**src/rtl/mips_mem_pkg.sv**
```systemverilog
// Shared MEM-stage definitions: access size codes and the access-unit FSM state encoding.
package mips_mem_pkg;
  localparam logic [1:0] MEM_SIZE_BYTE = 2'b00;
  localparam logic [1:0] MEM_SIZE_HALF = 2'b01;
  localparam logic [1:0] MEM_SIZE_WORD = 2'b10;

  typedef enum logic [1:0] {
    ST_IDLE = 2'd0,
    ST_BUSY = 2'd1,
    ST_DONE = 2'd2
  } mem_state_e;
endpackage

```
**src/rtl/mem_lane_align.sv**
```systemverilog
// Combinational lane placement: store byte enables / replicated write data, and load byte/half select
// with sign or zero extension. Zero latency, no flow control.
module mem_lane_align
  import mips_mem_pkg::*;
(
  input  logic [1:0]  st_size,
  input  logic [1:0]  st_addr_lo,
  input  logic [31:0] st_data,
  output logic [3:0]  st_be,
  output logic [31:0] st_wdata,
  input  logic [1:0]  ld_size,
  input  logic        ld_signed,
  input  logic [1:0]  ld_addr_lo,
  input  logic [31:0] ld_rdata,
  output logic [31:0] ld_data
);
  logic [7:0]  ld_byte;
  logic [15:0] ld_half;

  always_comb begin
    st_be    = 4'b1111;
    st_wdata = st_data;
    case (st_size)
      MEM_SIZE_BYTE: begin
        st_be    = 4'b0001 << st_addr_lo;
        st_wdata = {4{st_data[7:0]}};
      end
      MEM_SIZE_HALF: begin
        st_be    = st_addr_lo[1] ? 4'b1100 : 4'b0011;
        st_wdata = {2{st_data[15:0]}};
      end
      default: ;
    endcase
  end

  assign ld_byte = ld_rdata[{ld_addr_lo, 3'b000} +: 8];
  assign ld_half = ld_addr_lo[1] ? ld_rdata[31:16] : ld_rdata[15:0];

  always_comb begin
    ld_data = ld_rdata;
    case (ld_size)
      MEM_SIZE_BYTE: ld_data = {{24{ld_signed & ld_byte[7]}}, ld_byte};
      MEM_SIZE_HALF: ld_data = {{16{ld_signed & ld_half[15]}}, ld_half};
      default: ;
    endcase
  end
endmodule

```
**src/rtl/mem_access_unit.sv**
```systemverilog
// MEM-stage load/store bus master: min 3-cycle occupancy, stalls the pipeline until bus_ack or timeout.
// ADDR_ERR_EXC_EN enables misalignment exceptions; otherwise misaligned accesses are aligned down.
module mem_access_unit
  import mips_mem_pkg::*;
#(
  parameter int unsigned BUS_TIMEOUT = 255
) (
  input  logic        clk,
  input  logic        rst,
  input  logic        clr,
  input  logic        MemReadInput,
  input  logic        MemWriteInput,
  input  logic [1:0]  MemSizeInput,
  input  logic        MemSignedInput,
  input  logic [31:0] AddrInput,
  input  logic [31:0] StoreDataInput,
  output logic        MemStallOutput,
  output logic [31:0] MemReadDataOutput,
  output logic        BusErrOutput,
  output logic        AddrErrLoadOutput,
  output logic        AddrErrStoreOutput,
  output logic [31:0] BadVAddrOutput,
  output logic        bus_req,
  output logic        bus_we,
  output logic [31:0] bus_addr,
  output logic [3:0]  bus_be,
  output logic [31:0] bus_wdata,
  input  logic [31:0] bus_rdata,
  input  logic        bus_ack
);
  localparam int CNT_W = (BUS_TIMEOUT > 1) ? $clog2(BUS_TIMEOUT) : 1;
  localparam logic [CNT_W-1:0] TO_LAST = CNT_W'(BUS_TIMEOUT - 1);

  mem_state_e  state_q, state_d;
  logic        kill_q, kill_d;
  logic [CNT_W-1:0] cnt_q, cnt_d;
  logic        req_q, req_d, we_q, we_d, signed_q, signed_d, buserr_q, buserr_d;
  logic [31:0] addr_q, addr_d, wdata_q, wdata_d, rdata_q, rdata_d;
  logic [3:0]  be_q, be_d;
  logic [1:0]  size_q, size_d, lo_q, lo_d;
  logic [3:0]  lane_be;
  logic [31:0] lane_wdata, lane_ld;
  logic        is_idle, addr_err, access;

  assign is_idle = (state_q == ST_IDLE);

`ifdef ADDR_ERR_EXC_EN
  logic misaligned;
  assign misaligned = ((MemSizeInput == MEM_SIZE_HALF) & AddrInput[0]) |
                      (MemSizeInput[1] & (AddrInput[1:0] != 2'b00));
  assign addr_err           = misaligned & (MemReadInput | MemWriteInput);
  assign AddrErrLoadOutput  = is_idle & MemReadInput & misaligned;
  assign AddrErrStoreOutput = is_idle & MemWriteInput & misaligned;
  assign BadVAddrOutput     = (AddrErrLoadOutput | AddrErrStoreOutput) ? AddrInput : 32'h0;
`else
  assign addr_err           = 1'b0;
  assign AddrErrLoadOutput  = 1'b0;
  assign AddrErrStoreOutput = 1'b0;
  assign BadVAddrOutput     = 32'h0;
`endif

  assign access         = (MemReadInput | MemWriteInput) & ~clr & ~addr_err;
  assign MemStallOutput = (is_idle & access) | (state_q == ST_BUSY);

  // Store side sees the live request; load side sees the latched request.
  mem_lane_align u_lane (
    .st_size    (MemSizeInput),
    .st_addr_lo (AddrInput[1:0]),
    .st_data    (StoreDataInput),
    .st_be      (lane_be),
    .st_wdata   (lane_wdata),
    .ld_size    (size_q),
    .ld_signed  (signed_q),
    .ld_addr_lo (lo_q),
    .ld_rdata   (bus_rdata),
    .ld_data    (lane_ld)
  );

  always_comb begin
    state_d  = state_q;
    kill_d   = kill_q;
    cnt_d    = cnt_q;
    req_d    = req_q;
    we_d     = we_q;
    addr_d   = addr_q;
    be_d     = be_q;
    wdata_d  = wdata_q;
    size_d   = size_q;
    signed_d = signed_q;
    lo_d     = lo_q;
    rdata_d  = rdata_q;
    buserr_d = 1'b0;
    case (state_q)
      ST_IDLE: begin
        if (access) begin
          state_d  = ST_BUSY;
          req_d    = 1'b1;
          we_d     = MemWriteInput;
          addr_d   = {AddrInput[31:2], 2'b00};
          be_d     = lane_be;
          wdata_d  = lane_wdata;
          size_d   = MemSizeInput;
          signed_d = MemSignedInput;
          lo_d     = AddrInput[1:0];
          kill_d   = 1'b0;
          cnt_d    = '0;
        end
      end
      ST_BUSY: begin
        if (clr) kill_d = 1'b1;
        if (bus_ack) begin
          req_d  = 1'b0;
          kill_d = 1'b0;
          cnt_d  = '0;
          if (kill_q | clr) begin
            state_d = ST_IDLE;
          end else begin
            state_d = ST_DONE;
            if (!we_q) rdata_d = lane_ld;
          end
        end else if ((BUS_TIMEOUT != 0) && (cnt_q == TO_LAST)) begin
          req_d  = 1'b0;
          kill_d = 1'b0;
          cnt_d  = '0;
          // A flushed instruction must not raise an exception of its own.
          if (kill_q | clr) begin
            state_d = ST_IDLE;
          end else begin
            state_d  = ST_DONE;
            buserr_d = 1'b1;
            rdata_d  = 32'h0;
          end
        end else begin
          cnt_d = cnt_q + 1'b1;
        end
      end
      default: state_d = ST_IDLE;
    endcase
  end

  always_ff @(posedge clk or negedge rst) begin
    if (!rst) begin
      state_q  <= ST_IDLE;
      kill_q   <= 1'b0;
      cnt_q    <= '0;
      req_q    <= 1'b0;
      we_q     <= 1'b0;
      addr_q   <= 32'h0;
      be_q     <= 4'h0;
      wdata_q  <= 32'h0;
      size_q   <= 2'b00;
      signed_q <= 1'b0;
      lo_q     <= 2'b00;
      rdata_q  <= 32'h0;
      buserr_q <= 1'b0;
    end else begin
      state_q  <= state_d;
      kill_q   <= kill_d;
      cnt_q    <= cnt_d;
      req_q    <= req_d;
      we_q     <= we_d;
      addr_q   <= addr_d;
      be_q     <= be_d;
      wdata_q  <= wdata_d;
      size_q   <= size_d;
      signed_q <= signed_d;
      lo_q     <= lo_d;
      rdata_q  <= rdata_d;
      buserr_q <= buserr_d;
    end
  end

  assign bus_req           = req_q;
  assign bus_we            = we_q;
  assign bus_addr          = addr_q;
  assign bus_be            = be_q;
  assign bus_wdata         = wdata_q;
  assign MemReadDataOutput = rdata_q;
  assign BusErrOutput      = buserr_q;
endmodule

```
**config.mk**
```make
export PLATFORM = sky130hd
export DESIGN_NAME = mem_access_unit
export DESIGN_NICKNAME = d
export VERILOG_FILES = /design/src/rtl/mips_mem_pkg.sv /design/src/rtl/mem_lane_align.sv /design/src/rtl/mem_access_unit.sv
export SDC_FILE = /design/constraint.sdc
export NUM_CORES = 1
export LEC_CHECK = 0
export ABC_AREA = 0
export ABC_CLOCK_PERIOD_IN_PS = 3300
export CELL_PAD_IN_SITES_DETAIL_PLACEMENT = 1
export CELL_PAD_IN_SITES_GLOBAL_PLACEMENT = 2
export CORE_AREA = 2 2 146 148
export CTS_CLUSTER_DIAMETER = 30
export DETAILED_ROUTE_END_ITERATION = 8
export DIE_AREA = 0 0 148 150
export PLACE_DENSITY = 0.86
export SLEW_MARGIN = 10
export SYNTH_ARGS = -nofsm -noshare
export SYNTH_HDL_FRONTEND = slang
export SYNTH_SLANG_ARGS = --single-unit
```
**constraint.sdc**
```tcl
create_clock -name clk -period 3.3 [get_ports clk]
set_input_delay 0.66 -clock clk [delete_from_list [all_inputs] [get_ports clk]]
set_output_delay 0.66 -clock clk [all_outputs]
set_load 0.01 [all_outputs]
```
* After elaboration in Yosys (flattened, before gate mapping) *
Index checks and enable logic that the tools add are counted.

operators by class
  add/sub/neg operators = 1
  equality and inequality tests = 8
  shifts and indexed selects = 2
  mux-type cells = 32
  bitwise gates (word level) = 9
  reduce and logical (&&, ||, !) cells = 11

operators by type and width
  operator                                                                  number
  32-bit 2-to-1 mux                                                         5
  32-bit case mux with 2 select lines                                       2
  32-bit by 6-bit indexed part select with 8-bit output                     1
  8-bit 2-to-1 mux                                                          3
  16-bit 2-to-1 mux                                                         1
  8-bit case mux with 2 select lines                                        1
  1-bit 2-to-1 mux                                                          11
  8-bit by 1-bit adder with 8-bit output (second input constant)            1
  8-bit equality test (second input constant)                               1
  2-bit 2-to-1 mux                                                          4
  4-bit case mux with 2 select lines                                        1
  2-bit by 1-bit equality test with 1-bit output (second input constant)    3
  2-bit zero test                                                           3
  2-bit AND reduction                                                       3
  3-bit AND reduction                                                       2
  1-bit AND                                                                 4
  4-bit 2-to-1 mux                                                          1
  4-bit by 3-bit inequality test with 1-bit output (second input constant)  1
  1-bit case mux with 2 select lines                                        2
  2-bit case mux with 2 select lines                                        1
  4-bit AND reduction                                                       1
  2-bit nonzero test                                                        2
  1-bit by 2-bit << shifter with 4-bit output (first input constant)        1
  3-bit by 2-bit inequality test with 1-bit output (second input constant)  1
  4 further kinds                                                           7

word-level totals
  register bits after elaboration = 117
  logic and storage cells = 76

* Depth between registers and ports, before layout *
Gate-level depths: netlist of the first run.

  depth after elaboration = 6
  gate-level depth with buffers = 7
  depth with buffers taken out = 6

* By module *
Synthesis of the first run repeated with hierarchy kept, for this count alone.

second synthesis, totals
  cells, all modules = 486
  area, all modules = 6,044.5 µm²

modules (own cells, without submodules)
  module           instances  cells each  area each (µm²)  sequential area each (µm²)
  mem_access_unit  1          330         4,889.7          2,927.8
  mem_lane_align   1          156         1,154.9          0.0

* Worst setup path after synthesis of the first run *
OpenSTA, ideal clock, no wires.

  kind = input -> output
  start = input port MemWriteInput
  end = output port MemStallOutput
  data arrival time = 1.251 ns
  slack = 1.389 ns
  stages on the path = 3
  path buffers = 0
  path through = o21bai_1 a21o_1 inv_1

between the ends
  word-level cells in the longest chain between the ends = 4

RTL lines
  element           RTL line               text
  start, declared   mem_access_unit.sv:12  input logic MemWriteInput,
  1-bit bitwise OR  mem_access_unit.sv:62  assign access = (MemReadInput | MemWriteInput) & ~clr & ~addr_err;
  1-bit AND         mem_access_unit.sv:62
  1-bit AND         mem_access_unit.sv:63  assign MemStallOutput = (is_idle & access) | (state_q == ST_BUSY);
  1-bit bitwise OR  mem_access_unit.sv:63
  end, declared     mem_access_unit.sv:17  output logic MemStallOutput,

No other way between the ends.

* Worst setup path in the final report of the first run *
Ends and elaborated chain as after synthesis.

==> impl_metrics.py, run 1 <==
metrics = {
    "final_layout": {
        "diodes": 0,
        "stdcell_area_sq_um": 8510,
        "layout-drive-gt1-share_pct": 8.44,
        "area_delta_synth_final_pct": 50.2,
        "mostFrequentLayoutCell": "clkdlybuf4s50_1",
        "nNetsFinal": 817,
        "final_cell_mix": "clkdlybuf4s50_1, dfrtp_1, mux2_1",
    },
    "detailed_routing": {
        "via_per_inst": 4.64,
        "vias": 4633,
        "drt_iter0_markers": 171,
        "routed_wl_microns": 17300,
        "ant_nets": 0,
        "wire_per_inst_microns": 17.4,
        "route.detailed.drc": 0,
        "firstDrtPassIters": 4,
    },
    "timing": {
        "max_freq_mhz": 335,
        "clock-skew-final_ns": 0.00903,
        "period_share_pct": 90.5,
        "setup_tns_ns": 0,
        "setup_violations": 0,
        "rsz0062_at_grt": "false",
        "period_minus_slack_ns": 2.99,
        "finalHoldViolations": 0,
        "tightest_slew_ns": 0.732,
        "slew_headroom_pct": 51.1,
        "drv_slew": 0,
    },
    "die": {
        "num_io_pins": 243,
        "dieHeight_microns": 150,
        "placementRows": 53,
        "die_area_sq_um": 22200,
        "coreArea_sq_um": 20700,
        "initial_core_util_pct": 27.4,
        "die_width_microns": 148,
    },
    "critical_path": {
        "r2r_setup_slack_ns": 1.18,
        "criticalPathCategory": "in2out",
        "start_kind": "input port",
        "ff2ff_path_depth": 4,
        "r2r-start": "lo_q[1]$_DFFE_PN0P_",
        "end_kind": "primary output",
        "r2r-end": "MemReadDataOutput[13]$_DFFE_PN0P_",
        "worst-path-max-fanout": 9,
        "arrival_ns": 2.33,
        "required_ns": 2.64,
    },
    "synth": {
        "synth.distinct_cells": 47,
        "synthMuxAreaShare_pct": 14.8,
        "synthAdderAreaFrac_pct": 0.442,
        "yosys_warnings": 0,
        "synth_compound_area_share_pct": 15.4,
        "synthCells": 502,
        "synthXorXnorAreaFrac_pct": 0.464,
        "ys_ff_latch": 117,
        "syn_area_per_cell_sq_um": 11.3,
        "synthFlopType": "dfrtp_1",
        "synthArstFlopShare_pct": 100,
        "synth_top_family_by_area": "compound AO/OA/AOI/OAI gates",
        "synth-seq-area-share_pct": 51.7,
        "synthSimpleGateAreaFrac_pct": 8.70,
        "synth_edf_count": 0,
        "synth_area_sq_um": 5670,
    },
    "worst_hold_path": {
        "hp-class": "in2async",
    },
    "placed_design": {
        "portBuffers": 206,
        "hpwl_microns": 13000,
        "placed_area_sq_um": 7880,
        "gp_congestion": 0.757,
    },
    "clocking": {
        "h-tree-depth": 4,
        "numCtsBuffers": 17,
        "post_cts_buffers": 0,
        "cts_tree": "yes",
        "cts-resized-gates": 0,
        "clockBufferDepth": 2,
        "root_buffer": "clkbuf_16",
        "cts.sinks": 117,
        "path_clk_slew_ns": 0.06,
        "clock_latency_ns": 0.41,
        "postCtsHoldBufs": 0,
    },
    "global_route": {
        "grt_first_pass_wirelength_microns": 27700,
        "antenna_found_initial": 0,
        "grt_remaining_overflow": 0,
        "grtUsageTotal_pct": 16.0,
        "grt_pass1_vias": 5107,
        "grt_max_degree": 77,
    },
    "flow_run": {
        "maxCapViolations": 0,
    },
    "power_and_ir_drop": {
        "p_leak_nw": 3.57,
        "vdd_drop_max_uv": 340,
        "powerDensity_nw_per_um2": 754,
    },
    "outcome": {
        "status": "finished, final reports clean",
    },
}
[report_power, final]
part           total, W  internal, W  switching (W)
combinational   0.00222      0.00127       0.000954
clock           0.00197      0.00127       0.000699
sequential      0.00222      0.00190       0.000322
total           0.00642      0.00444        0.00198
[state kept, by name (all words and copies together) (netlist names), 2 cells and up]
signal / cells
bus_addr: 30
MemReadDataOutput: 32
state_q: 2
bus_be: 4
bus_wdata: 32
cnt_q: 8
lo_q: 2
size_q: 2
[through the flow]
step | std cells | setup slack, ns | hold WS (ns) | total power (W) | util (%)
2_1_floorplan | 537 | 1.39 | 0.364 | 0.00320 | -
5_1_grt | 998 | 0.152 | 0.266 | 0.00679 | 41.1
3_5_place_dp | 966 | 0.288 | 0.478 | 0.00450 | 38.1
3_3_place_gp | 966 | 0.310 | 0.470 | 0.00441 | 38.1
4_1_cts | 998 | 0.285 | 0.250 | 0.00653 | 41.1
6_report | 998 | 0.315 | 0.241 | 0.00642 | 41.1
[area by class of cell]
cell class / instances / area (sq um)
Clock inverter: 14 / 203
Clock buffer: 18 / 429
Tap cell: 275 / 344
Multi-Input combinational cell: 345 / 2400
Sequential cell: 117 / 2930
Fill cell: 2276 / 12200
Timing Repair Buffer: 218 / 2160
Inverter: 11 / 41.3
[kinds of logic after synthesis]
family / after synthesis
AO/OA/AOI/OAI: 125
multiplexers: 76
adder cells (fa/ha/maj): 2
XOR/XNOR: 3
flip-flops: 117
AND/OR/NAND/NOR: 103
other: 1
buffers and inverters: 75
[worst max path at each step]
stage / from / to / cells after the start
2_1_floorplan: MemWriteInput / MemStallOutput / 3
3_3_place_gp: MemWriteInput / MemStallOutput / 5
3_5_place_dp: MemWriteInput / MemStallOutput / 5
4_1_cts: MemWriteInput / MemStallOutput / 5
5_1_grt: MemWriteInput / MemStallOutput / 5
6_report: MemWriteInput / MemStallOutput / 5
[Yosys cell counts, types with 3 or more instances]
cell type	number	share of area, %
o2bb2ai_1	7	1.1
buf_4	36	4.8
xnor2_1	3	0.46
nand2_1	40	2.6
o221ai_1	3	0.46
or4_1	3	0.40
mux2_2	5	0.99
a221o_1	16	2.8
nor3_1	6	0.53
o21ai_1	34	3.0
buf_2	12	1.1
inv_1	10	0.66
a211oi_1	3	0.40
o21a_1	4	0.53
o31ai_1	3	0.40
buf_6	6	1.2
mux2i_1	27	4.8
o21ai_0	12	1.1
dfrtp_1	117	52
clkbuf_1	10	0.66
a32o_1	8	1.4
nor2_1	25	1.7
mux2_1	42	8.3
nand3_1	3	0.26
a21oi_1	23	2.0
or3_1	4	0.44
nor2b_1	3	0.33
nand2b_1	12	1.3
[worst max-delay path, cell delays in order]
cell and delay [ns]:
clkdlybuf4s50_1 0.47, o21bai_1 0.34, a21o_1 0.31, inv_1 0.06, clkdlybuf4s50_1 0.48
[metal layers]
layer,vias up,GRT usage (%),share of wire [%],routed length (microns)
met3,17,4.36,6.6,1150
met4,0,5.52,1.5,265
met2,163,27.9,51,8780
met5,-,0,0,0
met1,2301,19.0,41,7140
li1,2152,-,-,-
Note: power is estimated with default switching activity, not from simulation.
==> run 2, diff against run 1 <==
--- a/config.mk
+++ b/config.mk
@@ -5,8 +5,8 @@
 export SDC_FILE = /design/constraint.sdc
 export NUM_CORES = 1
 export LEC_CHECK = 0
-export ABC_AREA = 0
 export ABC_CLOCK_PERIOD_IN_PS = 3300
+export CAP_MARGIN = 30
 export CELL_PAD_IN_SITES_DETAIL_PLACEMENT = 1
 export CELL_PAD_IN_SITES_GLOBAL_PLACEMENT = 2
 export CORE_AREA = 2 2 146 148
==> results of run 2 <==
Same layout as run 1: the final DEF is identical, and so are final timing and power.
